===== config.mk =====
export PLATFORM = sky130hd
export DESIGN_NAME = eq_i2s_tx_flat
export DESIGN_NICKNAME = d
export VERILOG_FILES = /design/src/rtl/eq_i2s_tx_if.sv /design/src/rtl/eq_i2s_tx.sv /design/src/flat_wrapper.sv
export SDC_FILE = /design/constraint.sdc
export NUM_CORES = 1
export LEC_CHECK = 0
export ABC_CLOCK_PERIOD_IN_PS = 3950
export CELL_PAD_IN_SITES_DETAIL_PLACEMENT = 0
export CELL_PAD_IN_SITES_GLOBAL_PLACEMENT = 1
export CORE_ASPECT_RATIO = 1.75
export CORE_MARGIN = 2
export CORE_UTILIZATION = 40
export DETAILED_ROUTE_END_ITERATION = 12
export GPL_ROUTABILITY_DRIVEN = 0
export PLACE_DENSITY_LB_ADDON = 0.3
export SLEW_MARGIN = 0
export SYNTH_ARGS = -nofsm -noshare
export SYNTH_HDL_FRONTEND = slang
export SYNTH_SLANG_ARGS = --single-unit

===== constraint.sdc =====
create_clock -name i_clk -period 3.95 [get_ports i_clk]
set_input_delay 0.5925 -clock i_clk [delete_from_list [all_inputs] [get_ports i_clk]]
set_output_delay 0.5925 -clock i_clk [all_outputs]
set_load 0.01 [all_outputs]

===== src/rtl/eq_i2s_tx_if.sv =====
// Sample stream from the equalizer summing stage into the I2S transmitter.
// Plain valid/ready handshake; a transfer happens on a clock edge with i_valid & o_ready.
interface eq_i2s_tx_if #(
    parameter int ACC_WIDTH = 48
);
    logic signed [ACC_WIDTH-1:0] i_data_audio;
    logic                        i_valid;
    logic                        o_ready;

    modport master (
        output i_data_audio,
        output i_valid,
        input  o_ready
    );

    modport slave (
        input  i_data_audio,
        input  i_valid,
        output o_ready
    );
endinterface


===== src/rtl/eq_i2s_tx.sv =====
// Mono equalizer output -> Philips I2S (same sample in both slots), one-deep holding buffer.
// Optional macro EQ_I2S_TX_SATURATE_EN: saturating narrowing instead of wrap-around truncation.
module eq_i2s_tx #(
    parameter int ACC_WIDTH  = 48,
    parameter int DATA_WIDTH = 24,
    parameter int OUT_SHIFT  = 16,
    parameter int BCLK_DIV   = 4
) (
    input  logic           i_clk,
    input  logic           i_reset_n,
    eq_i2s_tx_if.slave     audio_in,
    output logic           o_i2s_bclk,
    output logic           o_i2s_lrclk,
    output logic           o_i2s_sdata,
    output logic           o_underrun
);

    localparam int DIV_W = (BCLK_DIV > 2) ? $clog2(BCLK_DIV) : 1;

    logic [DIV_W-1:0]            div_cnt;
    logic                        bclk;
    logic [5:0]                  bit_cnt;
    logic                        full;
    logic                        primed;
    logic [DATA_WIDTH-1:0]       hold_reg;
    logic [DATA_WIDTH-1:0]       frame_reg;
    logic                        sdata;
    logic                        underrun;

    logic                        div_tc;
    logic                        bclk_fall;
    logic                        frame_start;
    logic                        accept;
    logic signed [ACC_WIDTH-1:0] scaled;
    logic [DATA_WIDTH-1:0]       narrowed;
    logic [5:0]                  bit_nxt;
    logic [4:0]                  slot_p;
    logic [4:0]                  slot_idx;
    logic                        slot_bit;

    assign div_tc      = (div_cnt == DIV_W'(BCLK_DIV - 1));
    assign bclk_fall   = div_tc & bclk;
    assign frame_start = bclk_fall & (bit_cnt == 6'd63);
    assign accept      = audio_in.i_valid & ~full;
    assign scaled      = audio_in.i_data_audio >>> OUT_SHIFT;

`ifdef EQ_I2S_TX_SATURATE_EN
    localparam logic signed [ACC_WIDTH-1:0] SAT_MAX =
        {{(ACC_WIDTH-DATA_WIDTH+1){1'b0}}, {(DATA_WIDTH-1){1'b1}}};
    localparam logic signed [ACC_WIDTH-1:0] SAT_MIN =
        {{(ACC_WIDTH-DATA_WIDTH+1){1'b1}}, {(DATA_WIDTH-1){1'b0}}};

    always_comb begin
        narrowed = DATA_WIDTH'(scaled);
        if (scaled > SAT_MAX) begin
            narrowed = {1'b0, {(DATA_WIDTH-1){1'b1}}};
        end else if (scaled < SAT_MIN) begin
            narrowed = {1'b1, {(DATA_WIDTH-1){1'b0}}};
        end
    end
`else
    always_comb begin
        narrowed = DATA_WIDTH'(scaled);
    end
`endif

    // SDATA is computed for the slot position the falling edge is about to enter;
    // at p=0 the frame register may be reloading, but p=0 is the delay bit anyway.
    always_comb begin
        bit_nxt  = bit_cnt + 6'd1;
        slot_p   = bit_nxt[4:0];
        slot_idx = 5'(DATA_WIDTH) - slot_p;
        slot_bit = 1'b0;
        if ((slot_p != 5'd0) && (slot_p <= 5'(DATA_WIDTH))) begin
            slot_bit = frame_reg[slot_idx];
        end
    end

    always_ff @(posedge i_clk or negedge i_reset_n) begin
        if (!i_reset_n) begin
            div_cnt <= '0;
            bclk    <= 1'b0;
            bit_cnt <= '0;
            sdata   <= 1'b0;
        end else begin
            if (div_tc) begin
                div_cnt <= '0;
                bclk    <= ~bclk;
            end else begin
                div_cnt <= div_cnt + DIV_W'(1);
            end
            if (bclk_fall) begin
                bit_cnt <= bit_nxt;
                sdata   <= slot_bit;
            end
        end
    end

    // primed stays low only until the first frame start or first acceptance, which
    // is what keeps the very first (empty) frame start from flagging an underrun.
    always_ff @(posedge i_clk or negedge i_reset_n) begin
        if (!i_reset_n) begin
            full      <= 1'b0;
            primed    <= 1'b0;
            hold_reg  <= '0;
            frame_reg <= '0;
            underrun  <= 1'b0;
        end else begin
            underrun <= 1'b0;
            if (accept) begin
                primed <= 1'b1;
            end
            if (frame_start) begin
                primed <= 1'b1;
                if (full) begin
                    frame_reg <= hold_reg;
                    full      <= 1'b0;
                end else begin
                    underrun <= primed | accept;
                end
            end
            if (accept) begin
                hold_reg <= narrowed;
                full     <= 1'b1;
            end
        end
    end

    assign audio_in.o_ready = ~full;
    assign o_i2s_bclk       = bclk;
    assign o_i2s_lrclk      = bit_cnt[5];
    assign o_i2s_sdata      = sdata;
    assign o_underrun       = underrun;

endmodule


===== src/flat_wrapper.sv =====
// flat-port wrapper written by rule: the top's interface ports become plain ports
module eq_i2s_tx_flat 
#(
    parameter int ACC_WIDTH  = 48,
    parameter int DATA_WIDTH = 24,
    parameter int OUT_SHIFT  = 16,
    parameter int BCLK_DIV   = 4
)
  (i_clk, i_reset_n, o_i2s_bclk, o_i2s_lrclk, o_i2s_sdata, o_underrun, audio_in_i_data_audio, audio_in_i_valid, audio_in_o_ready);
  eq_i2s_tx_if #(.ACC_WIDTH(ACC_WIDTH)) audio_in_i ();
  input  logic i_clk;
  input  logic i_reset_n;
  output logic o_i2s_bclk;
  output logic o_i2s_lrclk;
  output logic o_i2s_sdata;
  output logic o_underrun;
  input wire logic [$bits(audio_in_i.i_data_audio)-1:0] audio_in_i_data_audio;
  input wire logic [$bits(audio_in_i.i_valid)-1:0] audio_in_i_valid;
  output wire logic [$bits(audio_in_i.o_ready)-1:0] audio_in_o_ready;
  assign audio_in_i.i_data_audio = audio_in_i_data_audio;
  assign audio_in_i.i_valid = audio_in_i_valid;
  assign audio_in_o_ready = audio_in_i.o_ready;
  eq_i2s_tx #(.ACC_WIDTH(ACC_WIDTH), .DATA_WIDTH(DATA_WIDTH), .OUT_SHIFT(OUT_SHIFT), .BCLK_DIV(BCLK_DIV)) u_core (.i_clk(i_clk), .i_reset_n(i_reset_n), .audio_in(audio_in_i), .o_i2s_bclk(o_i2s_bclk), .o_i2s_lrclk(o_i2s_lrclk), .o_i2s_sdata(o_i2s_sdata), .o_underrun(o_underrun));
endmodule

==> run metrics <==
startpoint class of the critical path flip-flop; Starting Density 41.5%; distinct cell type count after synthesis 37; area of the core 6540 sq um; Peak VDD IR 0.282 mV; Post-DP HPWL 3360 um; drc violations 0; routed wire length 4930 um; Die Height 113 um; Post-synth EDFFs 0; I/O pin count 56; initial drt markers 91; f_max 385 MHz; Worst Skew 0.00281 ns; post-CTS sizing 0; Max-Cap Viols 0; Fin. Hold Viols 0; Cells after Synth 181; dpl ws 1.32 ns; multiplexer area fraction after synthesis 27.6%; CP max stage delay 0.69 ns; final setup TNS 0 ns; Final period util 65.8%; status finished clean; Placed Cells 285; setup violators final 0; Pwr Total 1.51 mW; initial antenna violation count 0; clock tree root driver cell clkbuf_16; drt pass-1 iters 4; gr ovfl total 0; Worst-path clk slew 0.05 ns; largest family of logic cells by synthesized area multiplexers; Final ANT Viol Nets 0; pwr/cell area 449 nW/um^2; RSZ-0062 raised after global routing false; nets@finish 267; slew margin rel. 60.9%; Post-Synth XOR/XNOR Area 2.58%; Critical Path, Cell by Cell ha_1 -> mux4_1 -> mux2i_1 -> mux2i_1 -> nor3_2 -> o41ai_2; cts bufs inserted 9; cell mode on critical path mux2i_1; Req. time, crit path 4.15 ns; flop-to-flop setup slack 1.35 ns; Cell Count, Final, Fillers Out 301; gr usage total 15.3%; H-Tree Depth 3; Port-buffer cells 31; Least-Margin Pin Slew 0.587 ns; Final Critical Period 2.60 ns; synthesized flop and latch total 61; Wirelength per Cell 16.4 um; sequential element share of the synthesized area 56.3%; Critical Path AT 2.80 ns; leak pwr 1.54 nW; slowest CP cell ha_1; Compound-Gate Fraction of Synth Area 3.69%; Die Area 7480 sq um; Max Buffers Root-to-Sink 2; CTS sink cnt 61; Crit Path Category flip-flop to flip-flop; Clk Latency, worst-skew pair 0.32 ns; Slew Viols, Final 0; vias in the first global route 1754; total placed instance area 3060 sq um; Setup crit end kind flip-flop; share of flip-flops with an asynchronous set or reset 100%; worst hold path type input pin to asynchronous set/reset pin; via count 1602; largest net degree at the start of global routing 43; Die X 66.2 um; Area growth, synth to finish 23.7%; wire length of the first global-routing pass 8430 um; syn_area_per_cell 15.0 sq um; Adder-Cell Fraction of Synth Area 0.923%; Design Area, Final 3350 sq um; prevailing post-synth register cell dfrtp_1; # rows 39; final worst slack 1.35 ns; Syn Nets 234; synthesized area 2710 sq um; CTS tree built; hold buffers post-CTS 0; share of cells above drive strength 1 32.9%; drt via density 5.32; Synth Area in Simple Gates 5.91%; Syn. warnings 0; antenna cell count 0; Max Fanout on Critical Path 12; Setup Buffers After CTS 0
[worst paths after layout]
kind	start	end	cells past startpoint
setup / recovery	u_core.bit_cnt[0]	u_core.o_i2s_sdata	6
setup reg to reg	u_core.bit_cnt[0]	u_core.o_i2s_sdata	6
hold / removal	i_reset_n	u_core.hold_reg[22]	1
max in group asynchronous	i_reset_n	u_core.frame_reg[12]	2
min in group i_clk	u_core.div_cnt[0]	u_core.div_cnt[0]	1
hold reg to reg	u_core.div_cnt[0]	u_core.div_cnt[0]	1
[layer usage]
metal	vias to the layer above	global-route usage, %	share of wire (%)
li1	725	-	-
met5	-	0	0
met3	14	5.07	3.9
met1	834	15.9	38
met4	0	9.25	3.6
met2	29	26.0	54
[power breakdown]
part	internal, mW	leakage [nW]	total, mW	switching, mW
Sequential	0.659	0.782	0.675	0.0162
Combinational	0.0457	0.619	0.0685	0.0228
Clock	0.503	0.143	0.764	0.262
[synthesized netlist by cell type (2+ instances only)]
cell / number / share of area [%]
xor2_1: 2 / 0.65
dfrtp_1: 61 / 56
nand4_1: 2 / 0.46
buf_2: 4 / 0.74
ha_1: 2 / 0.92
buf_4: 4 / 1.1
or2b_1: 2 / 0.55
mux2_2: 49 / 20
nor3_2: 2 / 0.74
nand3_1: 2 / 0.37
buf_6: 2 / 0.83
mux2i_1: 4 / 1.5
nor2_1: 4 / 0.55
mux4_1: 6 / 5.8
o21a_1: 2 / 0.55
nor3b_1: 2 / 0.55
nand2_1: 6 / 0.83
xnor2_1: 6 / 1.9
[per-stage QoR]
stage               hold WS [ns]  util [%]
finish                     0.207      51.3
global route               0.245      51.3
CTS                        0.213      51.3
detailed placement         0.434      46.8
global placement           0.415      46.8
floorplan                  0.297         -
[cell families (layout without fill, tap and decap cells)]
group,count (synthesis),in the layout
and+or+nand+nor,27,27
AOI/OAI and AO/OA,12,12
xor gates and xnor gates,8,8
DFF,61,61
muxes,59,59
adders and majority gates,2,2
buffers and inverters,12,50
[critical path, delay by kind of cell (launching register included)]
kind,cells,cell delay (ns)
compound gates,1,0.09
fa+ha+maj,1,0.69
flops,1,0.54
mux,3,0.93
simple gates,1,0.21
[layout make-up]
type | count | area, sq um
timing repair buffer | 33 | 320
tap | 82 | 103
sequential | 61 | 1530
clock buffer | 12 | 246
inverter | 1 | 3.75
clock inverter | 4 | 47.5
multi-input combinational | 108 | 1110
fill | 570 | 3180
[cell usage in the layout, fill, tap and decap left out, drive strengths merged, types with 2 or more instances in the layout]
cell type	count
nand3	2
nand2	7
clkinv	2
xnor2	6
mux2i	4
nor3	2
clkbuf	12
or2b	2
o21a	2
nor2	4
mux4	6
buf	3
nor3b	2
dfrtp	61
xor2	2
ha	2
nand4	2
clkdlybuf4s50	30
mux2	49
Note: power is estimated with default switching activity, not from simulation.
